<file path="src/rtl/contour_tracer_seq.sv">
// contour_tracer_seq: sequential contour tracer for a flattened multi-bit
// pixel frame. A raster scan finds the first foreground pixel, then the
// boundary is followed one neighbour test per cycle using either Moore
// 8-connected following (algo=0) or 4-connected square tracing (algo=1).
module contour_tracer_seq #(
  parameter int W         = 26,
  parameter int H         = 18,
  parameter int BPP       = 2,
  parameter int MAX_STEPS = 4 * W * H,
  parameter int LW        = $clog2(W * H + 1)
) (
  input  logic                 clk,
  input  logic                 rst,
  input  logic                 start,
  input  logic                 algo,
  input  logic [BPP-1:0]       fg_code,
  input  logic [W*H*BPP-1:0]   inp,
  output logic [W*H-1:0]       contour,
  output logic [LW-1:0]        contour_len,
  output logic                 busy,
  output logic                 done,
  output logic                 empty,
  output logic                 timeout
);

  localparam int NPIX = W * H;
  localparam int PW   = (NPIX > 1) ? $clog2(NPIX) : 1;
  // Two spare bits: one for sign, one so W/H themselves stay representable.
  localparam int CW   = $clog2(((W > H) ? W : H) + 1) + 2;
  localparam int SW   = $clog2(MAX_STEPS + 1);

  localparam logic signed [CW-1:0] P1    = CW'(1);
  localparam logic signed [CW-1:0] M1    = -P1;
  localparam logic signed [CW-1:0] ZERO  = CW'(0);
  localparam logic signed [CW-1:0] WS    = CW'(W);
  localparam logic signed [CW-1:0] HS    = CW'(H);
  localparam logic signed [CW-1:0] WLAST = CW'(W - 1);
  localparam logic signed [CW-1:0] HLAST = CW'(H - 1);
  localparam logic [SW-1:0]        STEP_LIMIT = SW'(MAX_STEPS);

  localparam logic [1:0] ST_IDLE  = 2'd0;
  localparam logic [1:0] ST_SCAN  = 2'd1;
  localparam logic [1:0] ST_TRACE = 2'd2;

  logic [1:0]             state_q,   state_d;
  logic [W*H*BPP-1:0]     frame_q,   frame_d;
  logic                   algo_q,    algo_d;
  logic [BPP-1:0]         fg_q,      fg_d;
  logic signed [CW-1:0]   cx_q,      cx_d;
  logic signed [CW-1:0]   cy_q,      cy_d;
  logic signed [CW-1:0]   sx_q,      sx_d;
  logic signed [CW-1:0]   sy_q,      sy_d;
  logic [2:0]             dir_q,     dir_d;
  logic [2:0]             bgcnt_q,   bgcnt_d;
  logic [SW-1:0]          steps_q,   steps_d;
  logic [NPIX-1:0]        contour_q, contour_d;
  logic [LW-1:0]          len_q,     len_d;
  logic                   busy_q,    busy_d;
  logic                   done_q,    done_d;
  logic                   empty_q,   empty_d;
  logic                   timeout_q, timeout_d;

  logic signed [CW-1:0]   dx, dy, tx, ty;
  logic                   inFrame;
  logic [PW-1:0]          pixIdx, safeIdx;
  logic [BPP-1:0]         testPix;
  logic                   testFg, onStart, newBit;
  logic [SW-1:0]          stepsInc;
  logic                   stepLimit;

  // Locate the pixel under test this cycle: raster position while scanning,
  // neighbour of the current pixel in the search direction while tracing.
  always_comb begin
    dx = ZERO;
    dy = ZERO;
    if (state_q == ST_TRACE) begin
      case (dir_q)
        3'd0:    begin dx = P1;   dy = ZERO; end
        3'd1:    begin dx = P1;   dy = P1;   end
        3'd2:    begin dx = ZERO; dy = P1;   end
        3'd3:    begin dx = M1;   dy = P1;   end
        3'd4:    begin dx = M1;   dy = ZERO; end
        3'd5:    begin dx = M1;   dy = M1;   end
        3'd6:    begin dx = ZERO; dy = M1;   end
        default: begin dx = P1;   dy = M1;   end
      endcase
    end
    tx        = cx_q + dx;
    ty        = cy_q + dy;
    inFrame   = !tx[CW-1] && !ty[CW-1] && (tx < WS) && (ty < HS);
    pixIdx    = PW'(ty) * PW'(W) + PW'(tx);
    safeIdx   = inFrame ? pixIdx : '0;
    testPix   = frame_q[safeIdx*BPP +: BPP];
    testFg    = inFrame && (testPix == fg_q);
    onStart   = (tx == sx_q) && (ty == sy_q);
    newBit    = testFg && !contour_q[safeIdx];
    stepsInc  = (steps_q == STEP_LIMIT) ? steps_q : steps_q + SW'(1);
    stepLimit = (stepsInc == STEP_LIMIT);
  end

  // Next-state logic for the scan / trace controller and result registers.
  always_comb begin
    state_d   = state_q;
    frame_d   = frame_q;
    algo_d    = algo_q;
    fg_d      = fg_q;
    cx_d      = cx_q;
    cy_d      = cy_q;
    sx_d      = sx_q;
    sy_d      = sy_q;
    dir_d     = dir_q;
    bgcnt_d   = bgcnt_q;
    steps_d   = steps_q;
    contour_d = contour_q;
    len_d     = len_q;
    busy_d    = busy_q;
    done_d    = done_q;
    empty_d   = empty_q;
    timeout_d = timeout_q;
    case (state_q)
      ST_IDLE: begin
        if (start) begin
          frame_d   = inp;
          algo_d    = algo;
          fg_d      = fg_code;
          contour_d = '0;
          len_d     = '0;
          done_d    = 1'b0;
          empty_d   = 1'b0;
          timeout_d = 1'b0;
          busy_d    = 1'b1;
          cx_d      = ZERO;
          cy_d      = ZERO;
          steps_d   = '0;
          bgcnt_d   = '0;
          state_d   = ST_SCAN;
        end
      end
      ST_SCAN: begin
        if (testFg) begin
          sx_d               = cx_q;
          sy_d               = cy_q;
          contour_d[safeIdx] = 1'b1;
          len_d              = LW'(1);
          dir_d              = algo_q ? 3'd6 : 3'd7;
          state_d            = ST_TRACE;
        end else if ((cx_q == WLAST) && (cy_q == HLAST)) begin
          done_d  = 1'b1;
          empty_d = 1'b1;
          busy_d  = 1'b0;
          state_d = ST_IDLE;
        end else if (cx_q == WLAST) begin
          cx_d = ZERO;
          cy_d = cy_q + P1;
        end else begin
          cx_d = cx_q + P1;
        end
      end
      ST_TRACE: begin
        if (!algo_q) begin
          if (testFg) begin
            cx_d    = tx;
            cy_d    = ty;
            steps_d = stepsInc;
            bgcnt_d = '0;
            dir_d   = dir_q[0] ? dir_q + 3'd6 : dir_q + 3'd7;
            if (newBit) begin
              contour_d[safeIdx] = 1'b1;
              len_d              = len_q + LW'(1);
            end
            if (onStart) begin
              done_d  = 1'b1;
              busy_d  = 1'b0;
              state_d = ST_IDLE;
            end else if (stepLimit) begin
              done_d    = 1'b1;
              timeout_d = 1'b1;
              busy_d    = 1'b0;
              state_d   = ST_IDLE;
            end
          end else begin
            dir_d   = dir_q + 3'd1;
            bgcnt_d = bgcnt_q + 3'd1;
            if (bgcnt_q == 3'd7) begin
              done_d  = 1'b1;
              busy_d  = 1'b0;
              state_d = ST_IDLE;
            end
          end
        end else begin
          cx_d    = tx;
          cy_d    = ty;
          steps_d = stepsInc;
          if (onStart && (dir_q == 3'd0)) begin
            done_d  = 1'b1;
            busy_d  = 1'b0;
            state_d = ST_IDLE;
          end else begin
            if (testFg) begin
              dir_d = dir_q - 3'd2;
              if (newBit) begin
                contour_d[safeIdx] = 1'b1;
                len_d              = len_q + LW'(1);
              end
            end else begin
              dir_d = dir_q + 3'd2;
            end
            if (stepLimit) begin
              done_d    = 1'b1;
              timeout_d = 1'b1;
              busy_d    = 1'b0;
              state_d   = ST_IDLE;
            end
          end
        end
      end
      default: state_d = ST_IDLE;
    endcase
  end

  // State register with synchronous active-high reset.
  always_ff @(posedge clk) begin
    if (rst) begin
      state_q   <= ST_IDLE;
      frame_q   <= '0;
      algo_q    <= 1'b0;
      fg_q      <= '0;
      cx_q      <= ZERO;
      cy_q      <= ZERO;
      sx_q      <= ZERO;
      sy_q      <= ZERO;
      dir_q     <= 3'd0;
      bgcnt_q   <= 3'd0;
      steps_q   <= '0;
      contour_q <= '0;
      len_q     <= '0;
      busy_q    <= 1'b0;
      done_q    <= 1'b0;
      empty_q   <= 1'b0;
      timeout_q <= 1'b0;
    end else begin
      state_q   <= state_d;
      frame_q   <= frame_d;
      algo_q    <= algo_d;
      fg_q      <= fg_d;
      cx_q      <= cx_d;
      cy_q      <= cy_d;
      sx_q      <= sx_d;
      sy_q      <= sy_d;
      dir_q     <= dir_d;
      bgcnt_q   <= bgcnt_d;
      steps_q   <= steps_d;
      contour_q <= contour_d;
      len_q     <= len_d;
      busy_q    <= busy_d;
      done_q    <= done_d;
      empty_q   <= empty_d;
      timeout_q <= timeout_d;
    end
  end

  assign contour     = contour_q;
  assign contour_len = len_q;
  assign busy        = busy_q;
  assign done        = done_q;
  assign empty       = empty_q;
  assign timeout     = timeout_q;

endmodule
</file>
<file path="config.mk">
export PLATFORM = sky130hd
export DESIGN_NAME = contour_tracer_seq
export DESIGN_NICKNAME = d
export VERILOG_FILES = /design/src/rtl/contour_tracer_seq.sv
export SDC_FILE = /design/constraint.sdc
export NUM_CORES = 2
export LEC_CHECK = 0
export CAP_MARGIN = 20
export CORE_AREA = 5 5 553 555
export DETAILED_ROUTE_END_ITERATION = 8
export DIE_AREA = 0 0 558 560
export PLACE_DENSITY = 0.54
export SLEW_MARGIN = 20
export SYNTH_ARGS = -nofsm -noshare
export SYNTH_HDL_FRONTEND = slang
export SYNTH_SLANG_ARGS = --single-unit
</file>
<file path="constraint.sdc">
create_clock -name clk -period 7.6 [get_ports clk]
set_clock_uncertainty 0.05 [all_clocks]
set_input_delay 1.9 -clock clk [delete_from_list [all_inputs] [get_ports clk]]
set_output_delay 1.9 -clock clk [all_outputs]
set_load 0.005 [all_outputs]
</file>
==> metrics.md <==
| Metric | Value |
|---|---|
| Setup TNS | -80.50 ns |
| Sequential share of the synthesized area | 44.79% |
| Final Hold Viols | 0 |
| Dpl hpwl | 317,700 um |
| Clock tree buffer depth | 4 |
| First-pass GRT wire length | 559,300 um |
| Avg Synthesized Cell Area | 8.126 um^2 |
| H-Tree Depth | 4 |
| Failing checks | negative setup slack |
| Status | finished with violations |
| Worst vdd ir | 471.4 uV |
| DIE AREA | 312,500 um^2 |
| 1st-pass router iterations | 8 |
| DRT antenna net count | 0 |
| Die Ht | 560 um |
| Initial antenna violation count | 113 |
| Total clock sinks | 1,467 |
| Initial Utilization | between 20 and 25% |
| FILL cells | ~32,000 |
| Critical path's slowest cell | a21oi_1 |
| Post-synth top area cell | dfxtp_1 |
| CP max FO | 13 |
| Asr flop ratio synth | 0% |
| Grt peak-use layer | met2 |
| Core Area | approximately 300,000 um^2 |
| Area growth syn-to-layout | 48.27% |
| Syn Inst Count | 8,069 |
| Num CTS Buffers | 177 |
| Met1 Resource Use GR | about 31% |
| Crit path DAT | 8.56 ns |
| Met2 Track Usage GR | approximately two fifths |
| Most frequent cells after synthesis | nand2_1 (2,146), dfxtp_1 (1,467), a21oi_1 (1,162) |
| CP max stage delay | 0.59 ns |
| Worst-margin pin slew | roughly 1.1 ns |
| Slew Viols, Final | 0 |
| Max frequency | roughly 0.13 GHz |
| Setup violators final | 477 |
| Clock root buffer | clkbuf_16 |
| Final RePlAce weighted congestion | 0.9315 |
| Site row count | around 200 |
| Vias per cell | 5.098 |
| Fin crit share | 103.4% |
| Worst setup EP type | flop |
| PwrDens | 434.7 nW/um^2 |
| Primary FF master, synth | dfxtp_1 |
| GRT overflow | 0 |
| CTS tree | built |
| Number of global-route vias before repair | 66,721 |
| Wirelength per Cell | 30.42 um |
| GR Layer Usage met3 | between 6 and 7% |
| Rel. slew slack | 23.51% |
| Fin area | ~100,000 um^2 |
| Largest net degree at the start of global routing | 181 |
| Post-Place Worst Slack | -0.9160 ns |
| Count leader, synth | nand2_1 |
| Yosys cell types | 96 |
| Die width | 558 um |
| Required time worst endpoint | 8.31 ns |
| Most used cell, CP | buf_4 |
| Layout Nets | 10,614 |
| Top Ports | 1,423 |
| RSZ-0062 raised after global routing | yes |
| Post-synthesis register bit count | 1,467 |
| Share of the synthesized area in the top cell type | 44.79% |
| DRT iter0 DRCs | 7,373 |
| Max Cap Viol | 0 |
| Final wirelength | 419,600 um |
| Synth top area cells | dfxtp_1 (45%), nand2_1 (12%), a21oi_1 (8.9%), o21a_1 (5.4%), mux4_2 (3.7%) |
| Post-synth EDFFs | 0 |
| DRC Markers | 0 |
| CP Class | reg -> reg |
| Layout cells sized above 1 | 13.86% |
| Worst-path clk slew | 0.06 ns |
| Post-layout util | around a third |
| DR vias | 70,314 |
| Gr usage total | 25.30% |
| Worst Hold Class | reg -> reg |
| LEAKAGE | roughly 34 nW |
| Hold WS | 0.3987 ns |
| Port bufs | 1,422 |
| Warnings, synthesis | 0 |
| Dpl cell area | 88,730 um^2 |
| Synth Cell Area | 65,570 um^2 |
| Net Count, Synth | 9,061 |
| Tmin final | 7.857 ns |
| Clk_lat worst skew | slightly below 0.9 ns |
| Worst setup margin | -0.2565 ns |
| Worst setup SP type | flop |
==> layout make-up <==
| cell class | count | area (um^2) | share of cell area, % |
|---|---|---|---|
| multi-input combinational | 5814 | 34730 | 35.72 |
| sequential | 1467 | 29370 | 30.21 |
| timing repair buffer | 2113 | 21990 | 22.62 |
| clock buffer | 251 | 5057 | 5.202 |
| tap | 3978 | 4977 | 5.120 |
| clock inverter | 59 | 760.7 | 0.7825 |
| inverter | 49 | 183.9 | 0.1892 |
| antenna | 61 | 152.6 | 0.1570 |
==> per-stage QoR <==
step | std cells | total power [W]
final | 13792 | 0.04226
after global routing | 13772 | 0.04385
after CTS | 13692 | 0.04115
after detailed placement | 13349 | 0.03107
after global placement | 13348 | 0.03108
after floorplan | 8069 | 0.01847
==> layer usage <==
metal / routed length [um] / vias to the layer above
met5: 383 / -
met4: 25320 / 62
met3: 37580 / 846
met2: 193200 / 3473
met1: 163200 / 34232
li1: - / 31701
==> repair_timing <==
action	4_1_cts	5_1_grt
gates resized for setup	150	117
setup endpoints to repair	528	527
pin swaps	49	57
hold buffers	0	0
buffers inserted	32	16
gates cloned	3	26
==> layout by cell type (no fill, tap or decap), types with 20 or more instances in the layout <==
master / netlist / layout
a211oi_1: 26 / 20
a21oi_1: 1162 / 1154
a221oi_1: 23 / 20
a222oi_1: 39 / 39
a22oi_1: 80 / 79
buf_12: 0 / 134
buf_4: 12 / 477
buf_6: 5 / 36
clkbuf_1: 564 / 39
clkbuf_16: 0 / 202
clkbuf_8: 0 / 35
clkdlybuf4s50_1: 0 / 1421
clkinv_2: 0 / 26
dfxtp_1: 1467 / 1465
diode_2: 0 / 61
ha_1: 46 / 31
inv_1: 49 / 42
mux2_2: 45 / 45
mux2i_1: 130 / 130
mux4_2: 108 / 108
nand2_1: 2146 / 2123
nand3_1: 63 / 61
nor2_1: 258 / 239
nor3_1: 245 / 234
nor4_1: 289 / 250
nor4_2: 0 / 23
o21a_1: 468 / 468
o21ai_0: 126 / 119
o221ai_1: 29 / 29
o22ai_1: 129 / 128
xnor2_1: 29 / 20
xor2_1: 23 / 21
==> path summary, 6_finish.rpt <==
path                                  start                        end  slack, ns  cells after the start
setup / recovery      dir_q[0]$_SDFFE_PP0P_  contour[346]$_SDFFE_PP0P_      -0.26                     34
hold / removal    frame_q[581]$_SDFFE_PP0P_  frame_q[581]$_SDFFE_PP0P_       0.40                      2
setup reg to reg      dir_q[0]$_SDFFE_PP0P_  contour[346]$_SDFFE_PP0P_      -0.26                     34
hold reg to reg   frame_q[581]$_SDFFE_PP0P_  frame_q[581]$_SDFFE_PP0P_       0.40                      2
==> state kept, by name, summed over array words and instances, names as in the netlist, 3 cells and up <==
signal and flops:
steps_q 11, dir_q 3, bgcnt_q 3, sy_q 7
contour_len 9, cx_q 7, sx_q 7, frame_q 936
contour 468, cy_q 7
==> power breakdown <==
part           leakage, nW  internal [W]  switching, W
combinational         19.5       0.00890        0.0155
clock                 2.86       0.00498       0.00374
sequential            12.0       0.00859      0.000539
total                 34.3        0.0225        0.0198
==> cells by family after synthesis <==
| logic type | Yosys count | synth area share, % |
|---|---|---|
| simple gates | 3116 | 20.10 |
| flops | 1467 | 44.79 |
| xor+xnor | 54 | 0.7652 |
| buf+inv | 789 | 4.832 |
| compound gates | 2310 | 22.04 |
| fa+ha+maj | 50 | 1.000 |
| mux | 283 | 6.467 |
==> critical path, delay by kind of cell (launching register included) <==
kind / cells / cell delay, ns
adder cells (fa/ha/maj): 4 / 0.74
flip-flops: 1 / 0.36
buffers and inverters: 11 / 2.15
AND/OR/NAND/NOR: 6 / 1.15
XOR/XNOR: 2 / 0.30
AO/OA/AOI/OAI: 11 / 2.95
No activity file was read; power rests on OpenSTA's default activity.
